$ cat src/rtl/ex_muldiv_seq.sv
// Iterative RV32M multiply/divide sequencer for the EX stage.
// Stalls the front of the pipeline while an operation runs and pulses done with the result.
module ex_muldiv_seq #(
    parameter int unsigned REG_WIDTH = 32
) (
    input  logic                 clk,
    input  logic                 reset,
    input  logic                 start,
    input  logic [2:0]           op,
    input  logic [REG_WIDTH-1:0] src_a,
    input  logic [REG_WIDTH-1:0] src_b,
    input  logic                 flush,
    output logic                 stall,
    output logic                 busy,
    output logic                 done,
    output logic [REG_WIDTH-1:0] result
);

    localparam int unsigned W  = REG_WIDTH;
    localparam int unsigned CW = $clog2(REG_WIDTH);
    localparam logic [W-1:0] MOST_NEG = {1'b1, {(W-1){1'b0}}};

    typedef enum logic [1:0] {
        S_IDLE,
        S_RUN,
        S_FIX,
        S_DONE
    } state_t;

    typedef enum logic [2:0] {
        OP_MUL    = 3'b000,
        OP_MULH   = 3'b001,
        OP_MULHSU = 3'b010,
        OP_MULHU  = 3'b011,
        OP_DIV    = 3'b100,
        OP_DIVU   = 3'b101,
        OP_REM    = 3'b110,
        OP_REMU   = 3'b111
    } op_t;

    state_t          state_q, state_d;
    op_t             op_q, op_d;
    logic [CW-1:0]   count_q, count_d;
    logic [2*W-1:0]  prod_q, prod_d;
    logic [W-1:0]    opb_q, opb_d;
    logic            neg_q, neg_d;
    logic [W-1:0]    result_q, result_d;

    // Operand decode for a new request
    op_t             op_in;
    logic            a_signed, b_signed;
    logic            a_neg, b_neg;
    logic [W-1:0]    a_mag, b_mag;
    logic            div_by_zero, div_ovf;

    assign op_in    = op_t'(op);
    assign a_signed = op_in inside {OP_MUL, OP_MULH, OP_MULHSU, OP_DIV, OP_REM};
    assign b_signed = op_in inside {OP_MUL, OP_MULH, OP_DIV, OP_REM};
    assign a_neg    = a_signed & src_a[W-1];
    assign b_neg    = b_signed & src_b[W-1];
    assign a_mag    = a_neg ? ('0 - src_a) : src_a;
    assign b_mag    = b_neg ? ('0 - src_b) : src_b;
    assign div_by_zero = op_in[2] & (src_b == '0);
    assign div_ovf     = (op_in == OP_DIV || op_in == OP_REM) &&
                         (src_a == MOST_NEG) && (src_b == '1);

    // Shift-add multiply step: prod_q = {partial high, remaining multiplier bits}
    logic [W:0]      mul_sum;
    logic [2*W-1:0]  mul_next;

    assign mul_sum  = {1'b0, prod_q[2*W-1:W]} + (prod_q[0] ? {1'b0, opb_q} : '0);
    assign mul_next = {mul_sum, prod_q[W-1:1]};

    // Restoring divide step: prod_q = {remainder, quotient/dividend}
    logic [W:0]      rem_sh, rem_diff;
    logic            div_ge;
    logic [2*W-1:0]  div_next;

    assign rem_sh   = {prod_q[2*W-1:W], prod_q[W-1]};
    assign rem_diff = rem_sh - {1'b0, opb_q};
    assign div_ge   = ~rem_diff[W];
    assign div_next = div_ge ? {rem_diff[W-1:0], prod_q[W-2:0], 1'b1}
                             : {rem_sh[W-1:0],   prod_q[W-2:0], 1'b0};

    // Sign correction applied in FIX
    logic [2*W-1:0]  mul_full;
    logic [W-1:0]    div_sel, div_fix, fix_val;

    assign mul_full = neg_q ? ('0 - prod_q) : prod_q;
    assign div_sel  = op_q[1] ? prod_q[2*W-1:W] : prod_q[W-1:0];
    assign div_fix  = neg_q ? ('0 - div_sel) : div_sel;
    assign fix_val  = op_q[2]           ? div_fix :
                      (op_q == OP_MUL)  ? mul_full[W-1:0] : mul_full[2*W-1:W];

    always_comb begin
        state_d  = state_q;
        op_d     = op_q;
        count_d  = count_q;
        prod_d   = prod_q;
        opb_d    = opb_q;
        neg_d    = neg_q;
        result_d = result_q;
        stall    = 1'b0;

        unique case (state_q)
            S_IDLE: begin
                stall = start & ~flush;
                if (start && !flush) begin
                    op_d    = op_in;
                    neg_d   = (op_in == OP_REM) ? a_neg : (a_neg ^ b_neg);
                    count_d = CW'(REG_WIDTH - 1);
                    if (op_in[2]) begin
                        prod_d = {{W{1'b0}}, a_mag};
                        opb_d  = b_mag;
                    end else begin
                        prod_d = {{W{1'b0}}, b_mag};
                        opb_d  = a_mag;
                    end
                    state_d = S_RUN;
                    if (div_by_zero) begin
                        result_d = op_in[1] ? src_a : '1;
                        state_d  = S_DONE;
                    end else if (div_ovf) begin
                        result_d = op_in[1] ? '0 : src_a;
                        state_d  = S_DONE;
                    end
                end
            end
            S_RUN: begin
                stall   = 1'b1;
                prod_d  = op_q[2] ? div_next : mul_next;
                count_d = count_q - CW'(1);
                if (count_q == '0) begin
                    state_d = S_FIX;
                end
            end
            S_FIX: begin
                stall    = 1'b1;
                result_d = fix_val;
                state_d  = S_DONE;
            end
            S_DONE: begin
                state_d = S_IDLE;
            end
            default: begin
                state_d = S_IDLE;
            end
        endcase

        // A redirect squashes whatever is in flight without touching result
        if (flush && state_q != S_IDLE) begin
            state_d  = S_IDLE;
            result_d = result_q;
        end
    end

    always_ff @(posedge clk) begin
        if (reset) begin
            state_q  <= S_IDLE;
            op_q     <= OP_MUL;
            count_q  <= '0;
            prod_q   <= '0;
            opb_q    <= '0;
            neg_q    <= 1'b0;
            result_q <= '0;
        end else begin
            state_q  <= state_d;
            op_q     <= op_d;
            count_q  <= count_d;
            prod_q   <= prod_d;
            opb_q    <= opb_d;
            neg_q    <= neg_d;
            result_q <= result_d;
        end
    end

    assign busy   = (state_q != S_IDLE);
    assign done   = (state_q == S_DONE);
    assign result = result_q;

endmodule

$ cat config.mk
export PLATFORM = sky130hd
export DESIGN_NAME = ex_muldiv_seq
export DESIGN_NICKNAME = d
export VERILOG_FILES = /design/src/rtl/ex_muldiv_seq.sv
export SDC_FILE = /design/constraint.sdc
export NUM_CORES = 1
export LEC_CHECK = 0
export CAP_MARGIN = 30
export CORE_AREA = 2 2 193 195
export DETAILED_ROUTE_END_ITERATION = 6
export DIE_AREA = 0 0 195 197
export SYNTH_ARGS = -nofsm -noshare
export SYNTH_HDL_FRONTEND = slang
export SYNTH_SLANG_ARGS = --single-unit
$ cat constraint.sdc
create_clock -name clk -period 12.7 [get_ports clk]
set_input_delay 2.54 -clock clk [delete_from_list [all_inputs] [get_ports clk]]
set_output_delay 2.54 -clock clk [all_outputs]
set_load 0.01 [all_outputs]
; After elaboration in Yosys (flattened, before gate mapping)
; Index checks and enable logic that the tools add are counted.
[op_classes]
addsub = 7
bitwise = 7
n_eq_ne = 12
reduce_logical = 22
n_mux = 29
[ops]
columns = cell, n
row1 = $mux 32, 14
row2 = $mux 64, 4
row3 = $pmux 64 s2, 1
row4 = $sub 1x32->32 const A, 3
row5 = $eq 32x32->1 const B, 2
row6 = $pmux 32 s2, 1
row7 = $sub 1x64->64 const A, 1
row8 = $add 32x32->33, 1
row9 = $sub 33x32->33, 1
row10 = $logic_not 32->1, 1
row11 = $pmux 5 s2, 1
row12 = $mux 2, 4
row13 = $pmux 2 s4, 1
row14 = $eq 3x3->1 const B, 2
row15 = $logic_not 3->1, 2
row16 = $reduce_and 2->1, 3
row17 = $reduce_bool 2->1, 3
row18 = $logic_not 5->1, 1
row19 = $mux 5, 1
row20 = $reduce_bool 5->1, 1
row21 = $sub 5x1->5 const B, 1
row22 = $and 1x1->1, 4
row23 = $eq 2x2->1 const B, 2
row24 = $logic_and 1x1->1, 4
row25 = other kinds (15), 18
[totals]
inputBits = 71
wordCells = 84
register_bits = 139
output_inout_bits = 35

; Logic depth before layout (Yosys ltp)
[logic_depth]
ltp_word = 8
depth_mapped = 16
ltp_nobuf = 13

; Worst setup path before layout
; No wires, ideal clock.
[synth_timing]
kind = input-to-output
start = input port flush
end = output port stall
n_path_buf = 2
stages = 5
setup_slack_ns = 6.357
arrival_ns = 3.803
required_ns = 10.160
cell_sequence = clkbuf_1 -> nor3_1 -> clkbuf_1 -> nor2_1 -> nor2_1
[synth_via]
elab_chain_cells = 3
[synth_rtl]
columns = element, line
row1 = "start, declared", 12  ; input logic flush,
row2 = $not 1->1, 107  ; stall = start & ~flush;
row3 = $and 1x1->1, 107
row4 = $pmux 1 s2, 105  ; unique case (state_q)
row5 = "end, declared", 13  ; output logic stall,
; Every way passes these cells.

; Worst setup path in the final report
; Ends and elaborated chain as after synthesis.

==> results.sh <==
export IMPL_syn_cell_area_sq_um=16130
export IMPL_via_per_inst=6.525
export IMPL_clock_skew_ps=13.61
export IMPL_grt_pass1_vias=16550
export IMPL_max_freq_ghz=0.1452
export IMPL_num_fill_cells=3743
export IMPL_dp_hpwl_microns=51090
export IMPL_wl_met2_microns=29410
export IMPL_min_to="opb_q[18]$_SDFFE_PP0P_"
export IMPL_fp_coreArea_sq_um=36260
export IMPL_clk_pin_slew_ps=70
export IMPL_utilization_pct=49.27
export IMPL_drive_gt1_share_pct=5.780
export IMPL_antenna_found_initial=0
export IMPL_period_share_pct=54.21
export IMPL_vias=18070
export IMPL_status="complete, no violations"
export IMPL_met3_length_microns=6212
export IMPL_hold_path_depth=2
export IMPL_powerDensity_nw_per_um2=155.6
export IMPL_clk_path_buf_depth=2
export IMPL_cp_arrival_ps=4340
export IMPL_crit_type="input pin to output port"
export IMPL_synth_edf_count=0
export IMPL_drc=0
export IMPL_irDropWorstVdd_v=0.00008468
export IMPL_ios=106
export IMPL_grt_setup_unrepaired="no"
export IMPL_hold_violations=0
export IMPL_synth_seq_area_share_pct=17.25
export IMPL_grt_util_all_layers_pct=34.08
export IMPL_total_leakage_power_uw=0.006513
export IMPL_tritoncts="built"
export IMPL_clock_latency_ps=450
export IMPL_yosysWarningCount=0
export IMPL_crit_path_end_kind="output port"
export IMPL_firstDrtPassIters=6
export IMPL_gp_congestion=0.9684
export IMPL_drt_met1_wl_microns=28590
export IMPL_dpl_cell_area_sq_um=17300
export IMPL_synthArstFlopShare_pct=0
export IMPL_htreeDepth=4
export IMPL_holdWs_ps=452.2
export IMPL_r2r_start="op_q[1]$_SDFFE_PP0P_"
export IMPL_r2r_setup_slack_ps=8350
export IMPL_r2r_cells=11
export IMPL_area_growth_pct=10.73
export IMPL_final_cell_area_sq_um=17860
export IMPL_critPathTopFamily="buffers and inverters"
export IMPL_slowest_stage="clkdlybuf4s50_1"
export IMPL_relSlewSlack_pct=27.59
export IMPL_ys_flop_type="dfxtp_1"
export IMPL_finalSetupViolCount=0
export IMPL_synth_top_area_share_pct=17.25
export IMPL_place_port_buffers=105
export IMPL_min_delay_start="opb_q[18]$_SDFFE_PP0P_"
export IMPL_top_layer="met4"
export IMPL_wl_per_cell_microns=24.11
export IMPL_die_w_microns=195
export IMPL_slew_violations=0
export IMPL_grt_overflow=0
export IMPL_drtIter0Drc=2152
export IMPL_synth_net_count=2482
export IMPL_yosysUniqueCellTypes=80
export IMPL_crit_path_max_fanout=37
export IMPL_cap_violations=0
export IMPL_antennaDiodeCount=0
export IMPL_cts_setup_buffers=0
export IMPL_avgSynthCellArea_sq_um=6.912
export IMPL_grt_max_degree=76
export IMPL_startpoint_type="input pin"
export IMPL_start_util_pct=44.49
export IMPL_synth_top_area_cell="dfxtp_1"
export IMPL_path_cells="clkdlybuf4s50_1 > nor3_2 > buf_4 > nor2_1 > nor2_1 > clkdlybuf4s50_1"
export IMPL_drt_wl_total_microns=66770
export IMPL_die_h_microns=197
export IMPL_synth_area_top_cells="dfxtp_1 (17%), a21oi_1 (6.0%), nor2_1 (6.0%)"
export IMPL_worst_slew_pin_slew_ps=1059
export IMPL_hold_buffers=0
export IMPL_reg2reg_to="result[26]$_SDFFE_PP0P_"
export IMPL_min_path_type="flop to flop"
export IMPL_period_minus_slack_ps=6885
export IMPL_grt_pass1_wl_microns=101000
export IMPL_cp_buffers_inverters=3
export IMPL_layout_nets=2436
export IMPL_cts_sinks=139
export IMPL_cts_root_buf="clkbuf_16"
export IMPL_tns_ps=0
export IMPL_synthCells=2334
export IMPL_antenna_left=0
export IMPL_cts_buffers_inserted=17
export IMPL_critical_path_required_ps=10160
export IMPL_slowest_delay_ps=550
export IMPL_cts_repair_resize_count=0
export IMPL_ys_seq_elements=139
export IMPL_core_rowCount=70
export IMPL_die_area_sq_um=38420
-- where the power goes --
part	leakage, uW	switching (uW)	total (uW)	internal, uW
clock	0.000275	237	500	263
combinational	0.00511	1050	1620	567
sequential	0.00113	155	660	505
-- cell type report --
cell class              instances  area (sq um)  share of cell area (%)
well taps                     468         585.6                   3.278
repair buffers                139          1315                   7.361
flip-flops and latches        139          2789                   15.61
clock buffers                  18         439.2                   2.458
multi-input cells            1911         12310                   68.92
clock inverters                14         123.9                  0.6934
inverters                      80         300.3                   1.681
-- placed cells by master (no fill, tap or decap), types with 35 or more instances in the layout --
| cell | instances |
|---|---|
| a211oi_1 | 72 |
| nor2_1 | 255 |
| mux2i_1 | 81 |
| nand2_1 | 242 |
| dfxtp_1 | 136 |
| xnor2_1 | 77 |
| nor3_1 | 84 |
| o21ai_0 | 136 |
| a21oi_1 | 192 |
| a31oi_1 | 50 |
| xor2_1 | 66 |
| clkdlybuf4s50_1 | 103 |
| nand3_1 | 55 |
| inv_1 | 78 |
| ha_1 | 74 |
| a21o_1 | 35 |
-- synthesized netlist by cell type (8+ instances only) --
master     number
a41oi_1        10
clkbuf_1      167
xor2_1         66
nor4_1         20
o311ai_0       10
xnor2_1        77
nand3_1        55
mux2_2         29
mux2i_1        81
a22oi_1        16
o211ai_1       33
ha_1           75
a221o_1         8
o41ai_1        10
a311oi_1       16
a21oi_1       193
nor3_1         87
or3_1          27
and4_1         10
dfxtp_1       139
maj3_1         25
and3_1          9
nor2_1        257
nor3b_1        15
nand4_1        32
a22o_1          8
o31ai_1        25
o21ai_0       136
a211oi_1       73
o21a_1         16
or4_1          11
nand2_1       242
nor2b_1        10
a31oi_1        50
or2_2           8
and2_1         17
buf_1          18
a21o_1         35
buf_2          15
nand2b_1       16
inv_1          78
a2111oi_0      13
-- worst max path at each step --
stage / cells past startpoint / slack, ps / from / to
floorplan: 5 / 6360 / flush / stall
global placement: 7 / 5780 / start / stall
detailed placement: 6 / 5820 / flush / stall
CTS: 6 / 5810 / flush / stall
global route: 6 / 5640 / flush / stall
finish: 6 / 5820 / flush / stall
-- layer usage --
metal / vias to the layer above / GRT usage [%]
li1: 8453 / -
met1: 8586 / 46.22
met2: 904 / 53.74
met3: 125 / 6.229
met4: 0 / 13.01
met5: - / 0
-- sequential cells by signal, summed over array words and instances (netlist names) --
signal and count:
op_q 3, opb_q 32, count_q 5, neg_q 1, result 32, state_q 2
prod_q 64
-- through the flow --
stage                     power (uW)  setup WS, ps  instances
after floorplan                 1702          6357       2334
after global placement          2221          5784       2735
after detailed placement        2233          5824       2737
after CTS                       2733          5811       2769
after global routing            2941          5643       2769
final                           2779          5815       2769
-- tightest hold or removal path: cells and delay by family, from the launching register on --
kind / cells / cell delay [ps]
AO/OA/AOI/OAI: 1 / 50
flip-flops: 1 / 310
AND/OR/NAND/NOR: 1 / 50
-- cell families after synthesis --
kind of cell	Yosys count	share of synthesized area (%)
fa+ha+maj	102	7.616
compound gates	717	29.05
mux	111	7.135
buf+inv	284	6.794
xor+xnor	143	7.763
simple gates	838	24.39
flops	139	17.25
Note: power is estimated with default switching activity, not from simulation.
